[src/rtl/vga_pkg.sv]
// vga_pkg: shared constants and helpers for the VGA dither output stage.
// Bayer matrix, position bundle, threshold scaling, saturating shift.
package vga_pkg;

   // Widest channel the helpers handle; callers cast results down.
   localparam int unsigned MAX_W = 16;

   typedef struct packed {
      logic [1:0] x;
      logic [1:0] y;
      logic [1:0] f;
   } pos_t;

   // 4x4 ordered-dither matrix, indexed [row][col].
   localparam logic [3:0] B4 [4][4] = '{
      '{4'd0,  4'd8,  4'd2,  4'd10},
      '{4'd12, 4'd4,  4'd14, 4'd6},
      '{4'd3,  4'd11, 4'd1,  4'd9},
      '{4'd15, 4'd7,  4'd13, 4'd5}
   };

   // Level a sync line rests at when not asserted.
   function automatic logic sync_idle(input bit active_low);
      return active_low;
   endfunction

   // Stretch or shrink the 4-bit Bayer value so it stays below 2^d.
   function automatic logic [MAX_W-1:0] scale_threshold(
      input logic [3:0]  b,
      input int unsigned d
   );
      logic [MAX_W-1:0] w;
      w = {{(MAX_W-4){1'b0}}, b};
      if (d == 0) return '0;
      if (d >= 4) return w << (d - 4);
      return w >> (4 - d);
   endfunction

   // Drop d LSBs, clamp to the largest out_w-bit code.
   function automatic logic [MAX_W-1:0] sat_shift(
      input logic [MAX_W:0] s,
      input int unsigned    d,
      input int unsigned    out_w
   );
      logic [MAX_W:0] one;
      logic [MAX_W:0] mx;
      logic [MAX_W:0] r;
      one = {{MAX_W{1'b0}}, 1'b1};
      mx  = (one << out_w) - one;
      r   = s >> d;
      if (r > mx) r = mx;
      return r[MAX_W-1:0];
   endfunction

endpackage

[src/rtl/vga_dither_chan.sv]
// vga_dither_chan: stage-2 add, shift and clamp for one colour channel.
// Ports: clk, rst_n, pix (stage-1 colour), thr (stage-1 threshold), out.
module vga_dither_chan
   import vga_pkg::*;
#(
   parameter int unsigned IN_W  = 8,
   parameter int unsigned OUT_W = 4
) (
   input  logic             clk,
   input  logic             rst_n,
   input  logic [IN_W-1:0]  pix,
   input  logic [IN_W-1:0]  thr,
   output logic [OUT_W-1:0] out
);

   localparam int unsigned D = IN_W - OUT_W;

   logic [OUT_W-1:0] out_d;
   logic [OUT_W-1:0] out_q;

   // One extra bit keeps the carry so full-scale plus threshold clamps.
   always_comb begin
      out_d = OUT_W'(sat_shift(
         (MAX_W+1)'({1'b0, pix} + {1'b0, thr}), D, OUT_W));
   end

   always_ff @(posedge clk or negedge rst_n) begin
      if (!rst_n) begin
         out_q <= '0;
      end else begin
         out_q <= out_d;
      end
   end

   assign out = out_q;

endmodule

[src/rtl/vga_dither_out.sv]
// vga_dither_out: 2-cycle VGA colour reducer with 4x4 ordered dithering.
// Ports: CLK_25MHZ, RESET_N, DITHER_ON, IN_* sync/colour in, VGA_* out, FRAME_TICK.
module vga_dither_out
   import vga_pkg::*;
#(
   parameter int unsigned IN_W            = 8,
   parameter int unsigned OUT_W           = 4,
   parameter bit          SYNC_ACTIVE_LOW = 1'b1,
   parameter bit          TEMPORAL_EN     = 1'b1
) (
   input  logic             CLK_25MHZ,
   input  logic             RESET_N,
   input  logic             DITHER_ON,
   input  logic             IN_HSYNC,
   input  logic             IN_VSYNC,
   input  logic [IN_W-1:0]  IN_RED,
   input  logic [IN_W-1:0]  IN_GREEN,
   input  logic [IN_W-1:0]  IN_BLUE,
   output logic             VGA_HSYNC,
   output logic             VGA_VSYNC,
   output logic [OUT_W-1:0] VGA_RED,
   output logic [OUT_W-1:0] VGA_GREEN,
   output logic [OUT_W-1:0] VGA_BLUE,
   output logic             FRAME_TICK
);

   localparam int unsigned D    = IN_W - OUT_W;
   localparam logic        IDLE = sync_idle(SYNC_ACTIVE_LOW);

   // stage 1
   logic            hs1_q, hs1_d;
   logic            vs1_q, vs1_d;
   logic            hsp_q, hsp_d;
   logic            vsp_q, vsp_d;
   logic [IN_W-1:0] red1_q, red1_d;
   logic [IN_W-1:0] grn1_q, grn1_d;
   logic [IN_W-1:0] blu1_q, blu1_d;
   logic [IN_W-1:0] thr1_q, thr1_d;

   // position / frame state
   pos_t pos_q, pos_d;
   logic act_q, act_d;

   // stage 2
   logic hs2_q, hs2_d;
   logic vs2_q, vs2_d;
   logic tick_q, tick_d;

   logic       hs_edge;
   logic       vs_edge;
   logic [1:0] xi;
   logic [1:0] yi;

   always_comb begin
      hs1_d  = IN_HSYNC;
      vs1_d  = IN_VSYNC;
      hsp_d  = hs1_q;
      vsp_d  = vs1_q;
      red1_d = IN_RED;
      grn1_d = IN_GREEN;
      blu1_d = IN_BLUE;

      hs_edge = (hs1_q != IDLE) && (hsp_q == IDLE);
      vs_edge = (vs1_q != IDLE) && (vsp_q == IDLE);

      pos_d = pos_q;
      act_d = act_q;
      pos_d.x = hs_edge ? 2'd0 : pos_q.x + 2'd1;
      if (hs_edge) pos_d.y = pos_q.y + 2'd1;
      // VS after HS so a shared edge leaves y cleared.
      if (vs_edge) begin
         pos_d.y = 2'd0;
         pos_d.f = TEMPORAL_EN ? pos_q.f + 2'd1 : 2'd0;
         act_d   = DITHER_ON;
      end

      // Index follows the updated counters so the pixel entering
      // stage 1 alongside an edge already sees the new line/frame.
      xi = pos_d.x + pos_d.f;
      yi = pos_d.y + pos_d.f;
      thr1_d = IN_W'(scale_threshold(B4[yi][xi], D));
      if (!act_d) thr1_d = '0;

      hs2_d  = hs1_q;
      vs2_d  = vs1_q;
      tick_d = vs_edge;
   end

   always_ff @(posedge CLK_25MHZ or negedge RESET_N) begin
      if (!RESET_N) begin
         hs1_q  <= IDLE;
         vs1_q  <= IDLE;
         hsp_q  <= IDLE;
         vsp_q  <= IDLE;
         red1_q <= '0;
         grn1_q <= '0;
         blu1_q <= '0;
         thr1_q <= '0;
         pos_q  <= '0;
         act_q  <= 1'b0;
         hs2_q  <= IDLE;
         vs2_q  <= IDLE;
         tick_q <= 1'b0;
      end else begin
         hs1_q  <= hs1_d;
         vs1_q  <= vs1_d;
         hsp_q  <= hsp_d;
         vsp_q  <= vsp_d;
         red1_q <= red1_d;
         grn1_q <= grn1_d;
         blu1_q <= blu1_d;
         thr1_q <= thr1_d;
         pos_q  <= pos_d;
         act_q  <= act_d;
         hs2_q  <= hs2_d;
         vs2_q  <= vs2_d;
         tick_q <= tick_d;
      end
   end

   vga_dither_chan #(.IN_W(IN_W), .OUT_W(OUT_W)) u_red (
      .clk   (CLK_25MHZ),
      .rst_n (RESET_N),
      .pix   (red1_q),
      .thr   (thr1_q),
      .out   (VGA_RED)
   );

   vga_dither_chan #(.IN_W(IN_W), .OUT_W(OUT_W)) u_grn (
      .clk   (CLK_25MHZ),
      .rst_n (RESET_N),
      .pix   (grn1_q),
      .thr   (thr1_q),
      .out   (VGA_GREEN)
   );

   vga_dither_chan #(.IN_W(IN_W), .OUT_W(OUT_W)) u_blu (
      .clk   (CLK_25MHZ),
      .rst_n (RESET_N),
      .pix   (blu1_q),
      .thr   (thr1_q),
      .out   (VGA_BLUE)
   );

   assign VGA_HSYNC  = hs2_q;
   assign VGA_VSYNC  = vs2_q;
   assign FRAME_TICK = tick_q;

endmodule

[config.mk]
export PLATFORM = sky130hd
export DESIGN_NAME = vga_dither_out
export DESIGN_NICKNAME = d
export VERILOG_FILES = /design/src/rtl/vga_pkg.sv /design/src/rtl/vga_dither_chan.sv /design/src/rtl/vga_dither_out.sv
export SDC_FILE = /design/constraint.sdc
export NUM_CORES = 1
export LEC_CHECK = 0
export CORE_AREA = 10 10 82 66
export CTS_CLUSTER_DIAMETER = 30
export DETAILED_ROUTE_END_ITERATION = 8
export DIE_AREA = 0 0 92 76
export PLACE_DENSITY = 0.81
export SYNTH_ARGS = -nofsm -noshare
export SYNTH_HDL_FRONTEND = slang
export SYNTH_SLANG_ARGS = --single-unit
export TNS_END_PERCENT = 10
[constraint.sdc]
create_clock -name CLK_25MHZ -period 5.2 [get_ports CLK_25MHZ]
set_input_delay 0.52 -clock CLK_25MHZ [delete_from_list [all_inputs] [get_ports CLK_25MHZ]]
set_output_delay 0.52 -clock CLK_25MHZ [all_outputs]
set_load 0.05 [all_outputs]
* Word level (Yosys, flattened, before mapping) *
Index checks and enable logic that the tools add are counted.

word-level totals
  input port bits = 29
  output and inout port bits = 15
  logic and storage cells = 49
  register bits after elaboration = 52

cells by class
  reduce and logical (&&, ||, !) cells = 2
  $lt $le $gt $ge = 5
  add/subtract/negate cells = 8
  bitwise operators = 4
  multiplexer cells = 14

operators by type and width
  cell                                                                  number
  16-bit binary-select mux with 2-bit select                            1
  16-bit 2-to-1 mux                                                     2
  4-bit 2-to-1 mux                                                      7
  8-bit by 4-bit adder with 9-bit output                                3
  5-bit by 4-bit > comparator with 1-bit output, second input constant  3
  4-bit binary-select mux with 2-bit select                             1
  2-bit by 1-bit adder with 2-bit output, second input constant         3
  3-bit greater-or-equal comparator, second input constant              2
  2-bit inverter with 3-bit output                                      2
  2-bit adder                                                           2
  2-bit 2-to-1 mux                                                      2
  1-bit logical AND                                                     2
  1-bit inverter                                                        2
  1-bit 2-to-1 mux                                                      1

* Depth between registers and ports, before layout *
Gate-level depths: netlist (run 1).

  depth after elaboration = 13
  depth in mapped cells = 7

* Modules after synthesis *
Synthesis (run 1) repeated with hierarchy kept, for this count alone.

second synthesis, totals
  cell total of the unflattened synthesis = 184
  area, all modules = 2318.5 um^2

by module, submodules not included
  module           cells each  times used  area each (um^2)
  vga_dither_out   76          1           1267.5
  vga_dither_chan  36          3           350.3

* Least setup slack after synthesis (run 1) *
Ideal clock, no wire load.

  path kind = reg2reg
  from = register, netlist name VGA_VSYNC
  to = register thr1_q[1]
  clock period less this slack = 2.226 ns
  library setup time = 0.129 ns
  setup slack = 2.974 ns
  cell stages (with the launch flop) = 8
  path buffers = 1
  arrival time = 2.097 ns
  data required time = 5.071 ns
  cell sequence = dfstp_2 -> nor2b_1 -> buf_4 -> xnor2_1 -> ha_1 -> xnor3_1 -> xnor3_1 -> nor2_1

RTL lines
  element               RTL line               RTL
  end signal, assigned  vga_dither_out.sv:112  thr1_q <= thr1_d;
  end, declared         vga_dither_out.sv:38   logic [IN_W-1:0] thr1_q, thr1_d;

==> reports/results.txt, run 1 <==
share of layout cells above drive strength 1: 9.89%
total setup buffers inserted after CTS: 0
setup TNS: 0 ns
EDFF count, synth: 0
Post-CTS Resized: 0
via/cell ratio: 4.78
starting density of the core: 50.2%
vias in the first global route: 1,255
antenna violations before repair: 0
critical path, cell by cell: nor2b_1 -> xnor2_1 -> ha_1 -> xnor3_1 -> xnor3_1 -> nor2_1
clock sink count: 52
critical path startpoint: VGA_VSYNC
leading area contributor after synthesis: dfrtp_1
1st-pass router iterations: 3
Cell Pwr Density: 448 nW/um2
CP max stage delay: 0.57 ns
Worst R2R Start: VGA_VSYNC
CTS tree: done
Fmax: 422 MHz
total CTS buffers: 5
Port Buf Inserts: 43
WHS Path Cells: 0
Cells after Synth: 132
Design Area, Final: 2540 um2
DP Wirelength: 2700 um
Post-CTS Hold Fix Bufs: 0
DR WL/cell: 15.0 um
Max clock buf depth: 2
Root Buffer Master: clkbuf_8
Antenna Nets Post-Route: 0
vias: 1,132
Filler cells: 307
die area: 6990 um2
htree depth: 2
Setup Skew: 0.00416 ns
reported leakage power: 1.18 nW
crit path max fanout: 6
total wire length: 3560 um
storage element area: 1310 um2
Synth area leaders: dfrtp_1 61%, ha_1 7.0%, dfstp_2 5.4%
Max-Cap Viols: 0
Chip Height: 76 um
Setup-failing EPs final: 0
Unique masters post-synth: 29
Slew Limit Headroom: 27.9%
Max IR drop VDD: 207 uV
syn avg cell area: 14.9 um2
global-route wire length before repair: 6070 um
yosys warns: 0
Setup CP Type: register to register
final hold vios: 0
setup repair after global routing missed its margin: false
area of the multi-input gates: 632 um2
Worst Path Arrival: 2.56 ns
Tcrit/Tclk final: 45.6%
clock period minus final worst setup slack: 2.37 ns
Final Net Count: 221
Die Span X: 92 um
mapped cell area: 1960 um2
sequential share of the synthesized area: 66.6%
worst-margin pin slew: 1.08 ns
core area: 3900 um2
Clk Latency, worst-skew pair: 0.31 ns
area grow syn2layout: 29.5%
Clk pin slew, worst setup/hold paths: 0.09 ns
CP dominant cell by count: xnor3_1
largest net degree at the start of global routing: 53
Post-synth top flop: dfrtp_1
number of DRC markers in iteration 0: 41
Mapped Nets: 172
status: completed
startpoint types: register
ANT cells: 0
HP Class: register to register
Setup crit end kind: register
drc violations: 0
GRT Util Overall: 11.1%
boundary pin count: 44
Slew Viols, Final: 0
CP max stage cell: dfstp_2
register bit total from synthesis: 52
R2R depth: 6
Placement Cell Area: 2450 um2
Site Rows: 20
critical path required time: 5.39 ns
HP Start: hs1_q
gpl congestion: 0.750
Async SR Flop Fraction: 100%
post-synth top area share: 61.3%
GRT overflow: 0
[report_power, final]
| group | switching (W) | leakage (nW) | internal, W |
|---|---|---|---|
| combinational | 0.000196 | 0.517 | 0.000198 |
| clock | 0.000127 | 0.0510 | 0.000106 |
| sequential | 0.0000431 | 0.610 | 0.000467 |
| total | 0.000367 | 1.18 | 0.000771 |
[cells in the mapped netlist (all sizes together), types with 2 or more instances]
| master | instances |
|---|---|
| inv | 4 |
| a211oi | 2 |
| mux2i | 4 |
| nor2b | 2 |
| dfrtp | 48 |
| xnor3 | 2 |
| a21o | 6 |
| nand2 | 3 |
| nor2 | 9 |
| a31o | 3 |
| mux2 | 2 |
| a21oi | 8 |
| xor2 | 2 |
| nand3b | 2 |
| dfstp | 4 |
| xnor2 | 6 |
| ha | 11 |
| nand3 | 2 |
| nand2b | 4 |
| a31oi | 3 |
[stage by stage]
stage               setup slack, ns  hold WS [ns]  std cells  power (W)  util (%)
finish                         2.83         0.375        237    0.00114      65.1
global route                   2.71         0.382        237    0.00121      65.1
CTS                            2.81         0.377        237    0.00115      65.1
detailed placement             2.83         0.362        229   0.000917      62.7
global placement               2.92         0.360        229   0.000900      62.7
floorplan                      2.97         0.224        132   0.000800         -
[metal layers]
layer  global-route usage, %  part of all wire [%]  wire (um)  up-vias
met5                       0                     0          0        -
met4                    3.85                   2.0         70        0
met3                    5.51                   6.8        242        7
met2                    19.4                    53       1900       24
met1                    11.1                    38       1350      552
li1                        -                     -          -      549
[cell usage in the layout (no fill, tap or decap), types with 4 or more instances in the layout]
cell type,n
nor2_1,9
inv_1,4
a21o_1,6
a21oi_1,6
clkdlybuf4s50_1,42
clkbuf_8,6
ha_1,11
xnor2_1,5
nand2b_1,4
dfstp_2,4
dfrtp_1,48
[cell type report]
class | instances | area share, %
clock buffers | 6 | 3.25
clock inverters | 2 | 0.394
inverters | 4 | 0.591
multi-input cells | 75 | 24.9
flip-flops and latches | 52 | 51.4
well taps | 55 | 2.71
repair buffers | 43 | 16.7
[flip-flops by register name, indices dropped and copies added (netlist names)]
signal / flops
VGA_VSYNC: 1
pos_q: 6
vs1_q: 1
u_red.out: 4
VGA_HSYNC: 1
thr1_q: 4
red1_q: 8
grn1_q: 8
act_q: 1
hs1_q: 1
FRAME_TICK: 1
u_grn.out: 4
u_blu.out: 4
blu1_q: 8
[worst paths after layout]
check	endpoint	slack [ns]
min in group asynchronous	red1_q[7]	0.41
max in group asynchronous	u_grn.out[3]	4.13
min reg2reg	VGA_HSYNC	0.38
min	VGA_HSYNC	0.38
max reg2reg	thr1_q[1]	2.83
max	thr1_q[1]	2.83
[logic make-up after synthesis]
group / after synthesis / share of synthesized area, %
buffers and inverters: 5 / 1.15
xor gates and xnor gates: 10 / 6.25
muxes: 6 / 3.38
AOI/OAI and AO/OA: 24 / 8.68
and+or+nand+nor: 24 / 6.89
DFF: 52 / 66.6
adders and majority gates: 11 / 7.02
[worst max-delay path, delay by kind of cell, from the launching register on]
family	cells	cell delay (ns)
xor+xnor	3	0.98
simple gates	2	0.50
fa+ha+maj	1	0.21
flops	1	0.57
Note: power is estimated with default switching activity, not from simulation.
==> inputs of run 2 (changes only) <==
--- a/config.mk
+++ b/config.mk
@@ -5,11 +5,11 @@
 export SDC_FILE = /design/constraint.sdc
 export NUM_CORES = 1
 export LEC_CHECK = 0
-export CORE_AREA = 10 10 82 66
+export CORE_AREA = 10 10 85 68
 export CTS_CLUSTER_DIAMETER = 30
 export DETAILED_ROUTE_END_ITERATION = 8
-export DIE_AREA = 0 0 92 76
-export PLACE_DENSITY = 0.81
+export DIE_AREA = 0 0 95 78
+export PLACE_DENSITY = 0.76
 export SYNTH_ARGS = -nofsm -noshare
 export SYNTH_HDL_FRONTEND = slang
 export SYNTH_SLANG_ARGS = --single-unit
==> constraint.sdc (replaced) <==
create_clock -name CLK_25MHZ -period 2.27 [get_ports CLK_25MHZ]
set_input_delay 0.227 -clock CLK_25MHZ [delete_from_list [all_inputs] [get_ports CLK_25MHZ]]
set_output_delay 0.227 -clock CLK_25MHZ [all_outputs]
set_load 0.05 [all_outputs]
==> reports/results.txt, run 2 (same netlist as run 1, synthesis figures left out) <==
final hold vios: 0
setup TNS: 0 ns
Sw Ratio: 31.9%
Util after Layout: 60.1%
global-route wire length before repair: 6110 um
1st-pass router iterations: 2
vias in the first global route: 1,289
status: completed
most used routing layer: met2
Max IR drop VDD: 637 uV
ANT cells: 0
via/cell ratio: 4.85
Setup CP Type: register to register
worst-margin pin slew: 0.928 ns
DR WL/cell: 14.6 um
clock period minus final worst setup slack: 2.08 ns
startpoint types: register
P_int: 0.00177 W
htree depth: 2
Fmax: 480 MHz
Setup crit end kind: register
Post-CTS Resized: 0
Worst Path Arrival: 2.26 ns
Post-CTS Hold Fix Bufs: 0
Final Net Count: 223
Clk pin slew, worst setup/hold paths: 0.09 ns
CP max stage delay: 0.56 ns
number of DRC markers in iteration 0: 14
CP dominant cell by count: xnor3_1
Gate power share: 35.5%
antenna violations before repair: 0
vias: 1,168
critical path startpoint: VGA_VSYNC
Root Buffer Master: clkbuf_8
DP Wirelength: 2740 um
setup repair after global routing missed its margin: false
critical path required time: 2.45 ns
GRT Util Overall: 10.6%
total wire length: 3520 um
M3 GR Usage: 4.23%
total CTS buffers: 5
commonest non-fill, non-tap cell in the layout: dfrtp_1
critical path, cell by cell: nor2b_1 -> xnor2_1 -> ha_1 -> xnor3_1 -> xnor3_1 -> nor2_1
CTS tree: done
boundary pin count: 44
Chip Height: 78 um
Worst R2R Start: VGA_VSYNC
Cell Pwr Density: 1020 nW/um2
Filler cells: 350
Max-Cap Viols: 0
Die Span X: 95 um
HP Class: input port to async pin
die area: 7410 um2
GRT overflow: 0
Setup Skew: 0.00495 ns
largest net degree at the start of global routing: 46
Slew Limit Headroom: 38.2%
total setup buffers inserted after CTS: 0
crit path max fanout: 3
biggest registers after layout: blu1_q: 8 flops, grn1_q: 8 flops, red1_q: 8 flops
Power, Total: 0.00260 W
starting density of the core: 46.1%
final non-filler cell total: 241
NetSw: 0.000831 W
core area: 4260 um2
sequential power share: 44.6%
clock group share of total power: 19.9%
placed cells: 233
commonest non-fill, non-tap cells in the layout: 48 x dfrtp_1, 42 x clkdlybuf4s50_1, 11 x ha_1
share of layout cells above drive strength 1: 10.9%
reported leakage power: 1.19 nW
Setup-failing EPs final: 0
Antenna Nets Post-Route: 0
Clk Latency, worst-skew pair: 0.30 ns
Max clock buf depth: 2
Tcrit/Tclk final: 91.8%
met1 Use GR: 12.1%
area grow syn2layout: 30.4%
Slew Viols, Final: 0
drc violations: 0
gpl congestion: 0.705
Site Rows: 21
Port Buf Inserts: 43
GRT met2 Usage: 16.6%
CP max stage cell: dfstp_2
clock sink count: 52
## run 2: changes by cell type in the layout (fill, tap and decap cells not counted)
cell / before / now
buf_4: 0 / 2
## run 2: layout make-up
cell class,count,area [um2],share of cell area (%)
multi-input cells,75,632,24.7
flip-flops and latches,52,1310,51.1
clock buffers,6,82.6,3.23
clock inverters,2,10.0,0.391
inverters,4,15.0,0.587
well taps,57,71.3,2.79
repair buffers,45,440,17.2
## run 2: power by group through the flow
| stage | sequential [W] | clock, W | combinational, W |
|---|---|---|---|
| final | 0.00116 | 0.000518 | 0.000923 |
| after global routing | 0.00118 | 0.000582 | 0.00101 |
| after detailed placement | 0.00118 | 0 | 0.000939 |
| after CTS | 0.00116 | 0.000540 | 0.000940 |
| after global placement | 0.00118 | 0 | 0.000902 |
| after floorplan | 0.00133 | 0 | 0.000504 |
## run 2: worst max-delay path, delay by kind of cell, from the launching register on
family	cells	cell delay (ns)
XOR/XNOR	3	0.95
AND/OR/NAND/NOR	2	0.23
flip-flops	1	0.56
adder cells (fa/ha/maj)	1	0.21
## run 2: stage by stage
stage | hold slack, ns | worst slack (ns) | area, um2
detailed placement | 0.365 | 0.156 | 2460
global placement | 0.359 | 0.253 | 2460
global route | 0.130 | 0.0627 | 2560
CTS | 0.0886 | 0.163 | 2560
floorplan | -0.0686 | 0.0440 | 1960
finish | 0.0620 | 0.186 | 2560
## run 2: metal layers
layer | share of wire, % | wire, um | vias to the layer above
met1 | 43 | 1510 | 575
met2 | 48 | 1700 | 30
met5 | 0 | 0 | -
li1 | - | - | 557
met3 | 7.0 | 245 | 6
met4 | 1.9 | 68 | 0
## run 2: path summary, 6_finish.rpt
path                        endpoint  slack (ns)  cells past startpoint
min in group CLK_25MHZ         vs1_q        0.33                      1
min                        red1_q[1]        0.06                      1
max                        thr1_q[1]        0.19                      6
min reg2reg                VGA_HSYNC        0.38                      0
max reg2reg                thr1_q[1]        0.19                      6
max in group asynchronous  red1_q[7]        1.54                      2
==> inputs of run 3 (changes only) <==
--- a/config.mk
+++ b/config.mk
@@ -5,10 +5,10 @@
 export SDC_FILE = /design/constraint.sdc
 export NUM_CORES = 1
 export LEC_CHECK = 0
-export CORE_AREA = 10 10 85 68
+export CORE_AREA = 2 2 77 60
 export CTS_CLUSTER_DIAMETER = 30
 export DETAILED_ROUTE_END_ITERATION = 8
-export DIE_AREA = 0 0 95 78
+export DIE_AREA = 0 0 79 62
 export PLACE_DENSITY = 0.76
 export SYNTH_ARGS = -nofsm -noshare
 export SYNTH_HDL_FRONTEND = slang
==> reports/results.txt, run 3 (same netlist as run 1, synthesis figures left out) <==
Filler cells: 341
total CTS buffers: 5
commonest non-fill, non-tap cells in the layout: 48 x dfrtp_1, 42 x clkdlybuf4s50_1, 11 x ha_1
boundary pin count: 44
critical path startpoint: VGA_VSYNC
reported leakage power: 1.20 nW
Post-CTS Resized: 0
Setup Skew: 0.00916 ns
Cell Pwr Density: 1040 nW/um2
CTS tree: done
Site Rows: 21
biggest registers after layout: blu1_q: 8 flops, grn1_q: 8 flops, red1_q: 8 flops
htree depth: 2
Worst R2R End: thr1_q[1]
Die Span X: 79 um
Antenna Nets Post-Route: 0
antenna violations before repair: 0
ANT cells: 0
commonest non-fill, non-tap cell in the layout: dfrtp_1
Max-Cap Viols: 0
global-route wire length before repair: 5470 um
final hold vios: 0
Tcrit/Tclk final: 91.3%
R2R depth: 6
Fmax: 483 MHz
crit path max fanout: 3
number of DRC markers in iteration 0: 74
Setup crit end kind: register
vias in the first global route: 1,270
sequential power share: 43.4%
1st-pass router iterations: 4
largest net degree at the start of global routing: 23
Worst R2R Start: VGA_VSYNC
gpl congestion: 0.788
total wire length: 3320 um
status: completed
setup TNS: 0 ns
critical path required time: 2.46 ns
GRT overflow: 0
via/cell ratio: 4.80
reg-to-reg slack, setup: 0.20 ns
total setup buffers inserted after CTS: 0
setup repair after global routing missed its margin: false
Design Area, Final: 2590 um2
Sw Ratio: 31.0%
Slew Limit Headroom: 65.9%
Worst Path Arrival: 2.26 ns
die area: 4900 um2
P_int: 0.00185 W
area grow syn2layout: 32.1%
HP Class: input port to register
Clk pin slew, worst setup/hold paths: 0.09 ns
Clk Latency, worst-skew pair: 0.30 ns
drc violations: 0
clock group share of total power: 22.7%
Max clock buf depth: 2
worst-margin pin slew: 0.510 ns
Gate power share: 34.0%
clock sink count: 52
NetSw: 0.000832 W
Root Buffer Master: clkbuf_8
Chip Height: 62 um
Port Buf Inserts: 43
core area: 4260 um2
Max IR drop VDD: 580 uV
Setup-failing EPs final: 0
clock period minus final worst setup slack: 2.07 ns
vias: 1,167
share of layout cells above drive strength 1: 10.8%
Setup CP Type: register to register
starting density of the core: 46.1%
Placement Cell Area: 2470 um2
DP Wirelength: 2520 um
DR WL/cell: 13.7 um
Final Net Count: 225
Slew Viols, Final: 0
Critical Path End: thr1_q[1]
startpoint types: register
GRT Util Overall: 15.6%
run 3: cell types whose count changed in the layout (fill, tap and decap cells not counted), sizes merged:
| cell | change |
|---|---|
| clkinv | -1 |
| buf | +1 |
| dlygate4sd3 | +1 |
| bufinv | +1 |
run 3: layout make-up:
type | instances | area (um2) | area share [%]
multi-input combinational | 75 | 632 | 24.4
timing repair buffer | 47 | 458 | 17.7
tap | 57 | 71.3 | 2.75
clock buffer | 6 | 72.6 | 2.80
sequential | 52 | 1310 | 50.4
clock inverter | 2 | 35.0 | 1.35
inverter | 4 | 15.0 | 0.580
run 3: critical path: stages (launching register included):
cell and delay, ns:
dfstp_2 0.57, nor2b_1 0.20, xnor2_1 0.20, ha_1 0.21
xnor3_1 0.37, xnor3_1 0.36, nor2_1 0.04
run 3: power by group through the flow:
stage          Combinational (W)  Clock [W]  Sequential, W
2_1_floorplan           0.000504          0        0.00133
3_3_place_gp            0.000892          0        0.00118
3_5_place_dp            0.000921          0        0.00118
4_1_cts                 0.000927   0.000628        0.00117
5_1_grt                  0.00101   0.000664        0.00118
6_report                0.000912   0.000608        0.00116
run 3: per-stage QoR:
stage               setup slack [ns]  power [W]  utilization [%]  hold WS, ns  cells
floorplan                     0.0440    0.00183                -      -0.0686    132
global placement               0.252    0.00207             58.1        0.147    234
detailed placement             0.186    0.00210             58.1        0.158    234
CTS                            0.185    0.00272             60.8        0.315    243
global route                  0.0547    0.00286             60.8        0.305    243
finish                         0.198    0.00269             60.8        0.324    243
run 3: how the worst min path moves through the flow:
stage / startpoint / endpoint / slack, ns / depth (start not counted)
finish: IN_VSYNC / vs1_q / 0.32 / 1
global route: IN_VSYNC / vs1_q / 0.31 / 1
CTS: IN_VSYNC / vs1_q / 0.32 / 1
detailed placement: RESET_N / thr1_q[2] / 0.16 / 1
global placement: RESET_N / grn1_q[2] / 0.15 / 1
floorplan: RESET_N / FRAME_TICK / -0.07 / 0
run 3: metal layers:
layer  routed length, um  part of all wire [%]  up-vias  global-route usage, %
met5                   0                     0        -                      0
met4                  97                   2.9        0                   9.61
met3                 154                   4.6        9                   4.91
met2                1700                    51       31                   27.7
met1                1370                    41      568                   16.9
li1                    -                     -      559                      -
run 3: timing repair:
action | in CTS | in global routing
endpoints found under the hold margin | 14 | 0
hold buffers | 1 | 0
setup endpoints to repair | 0 | 0
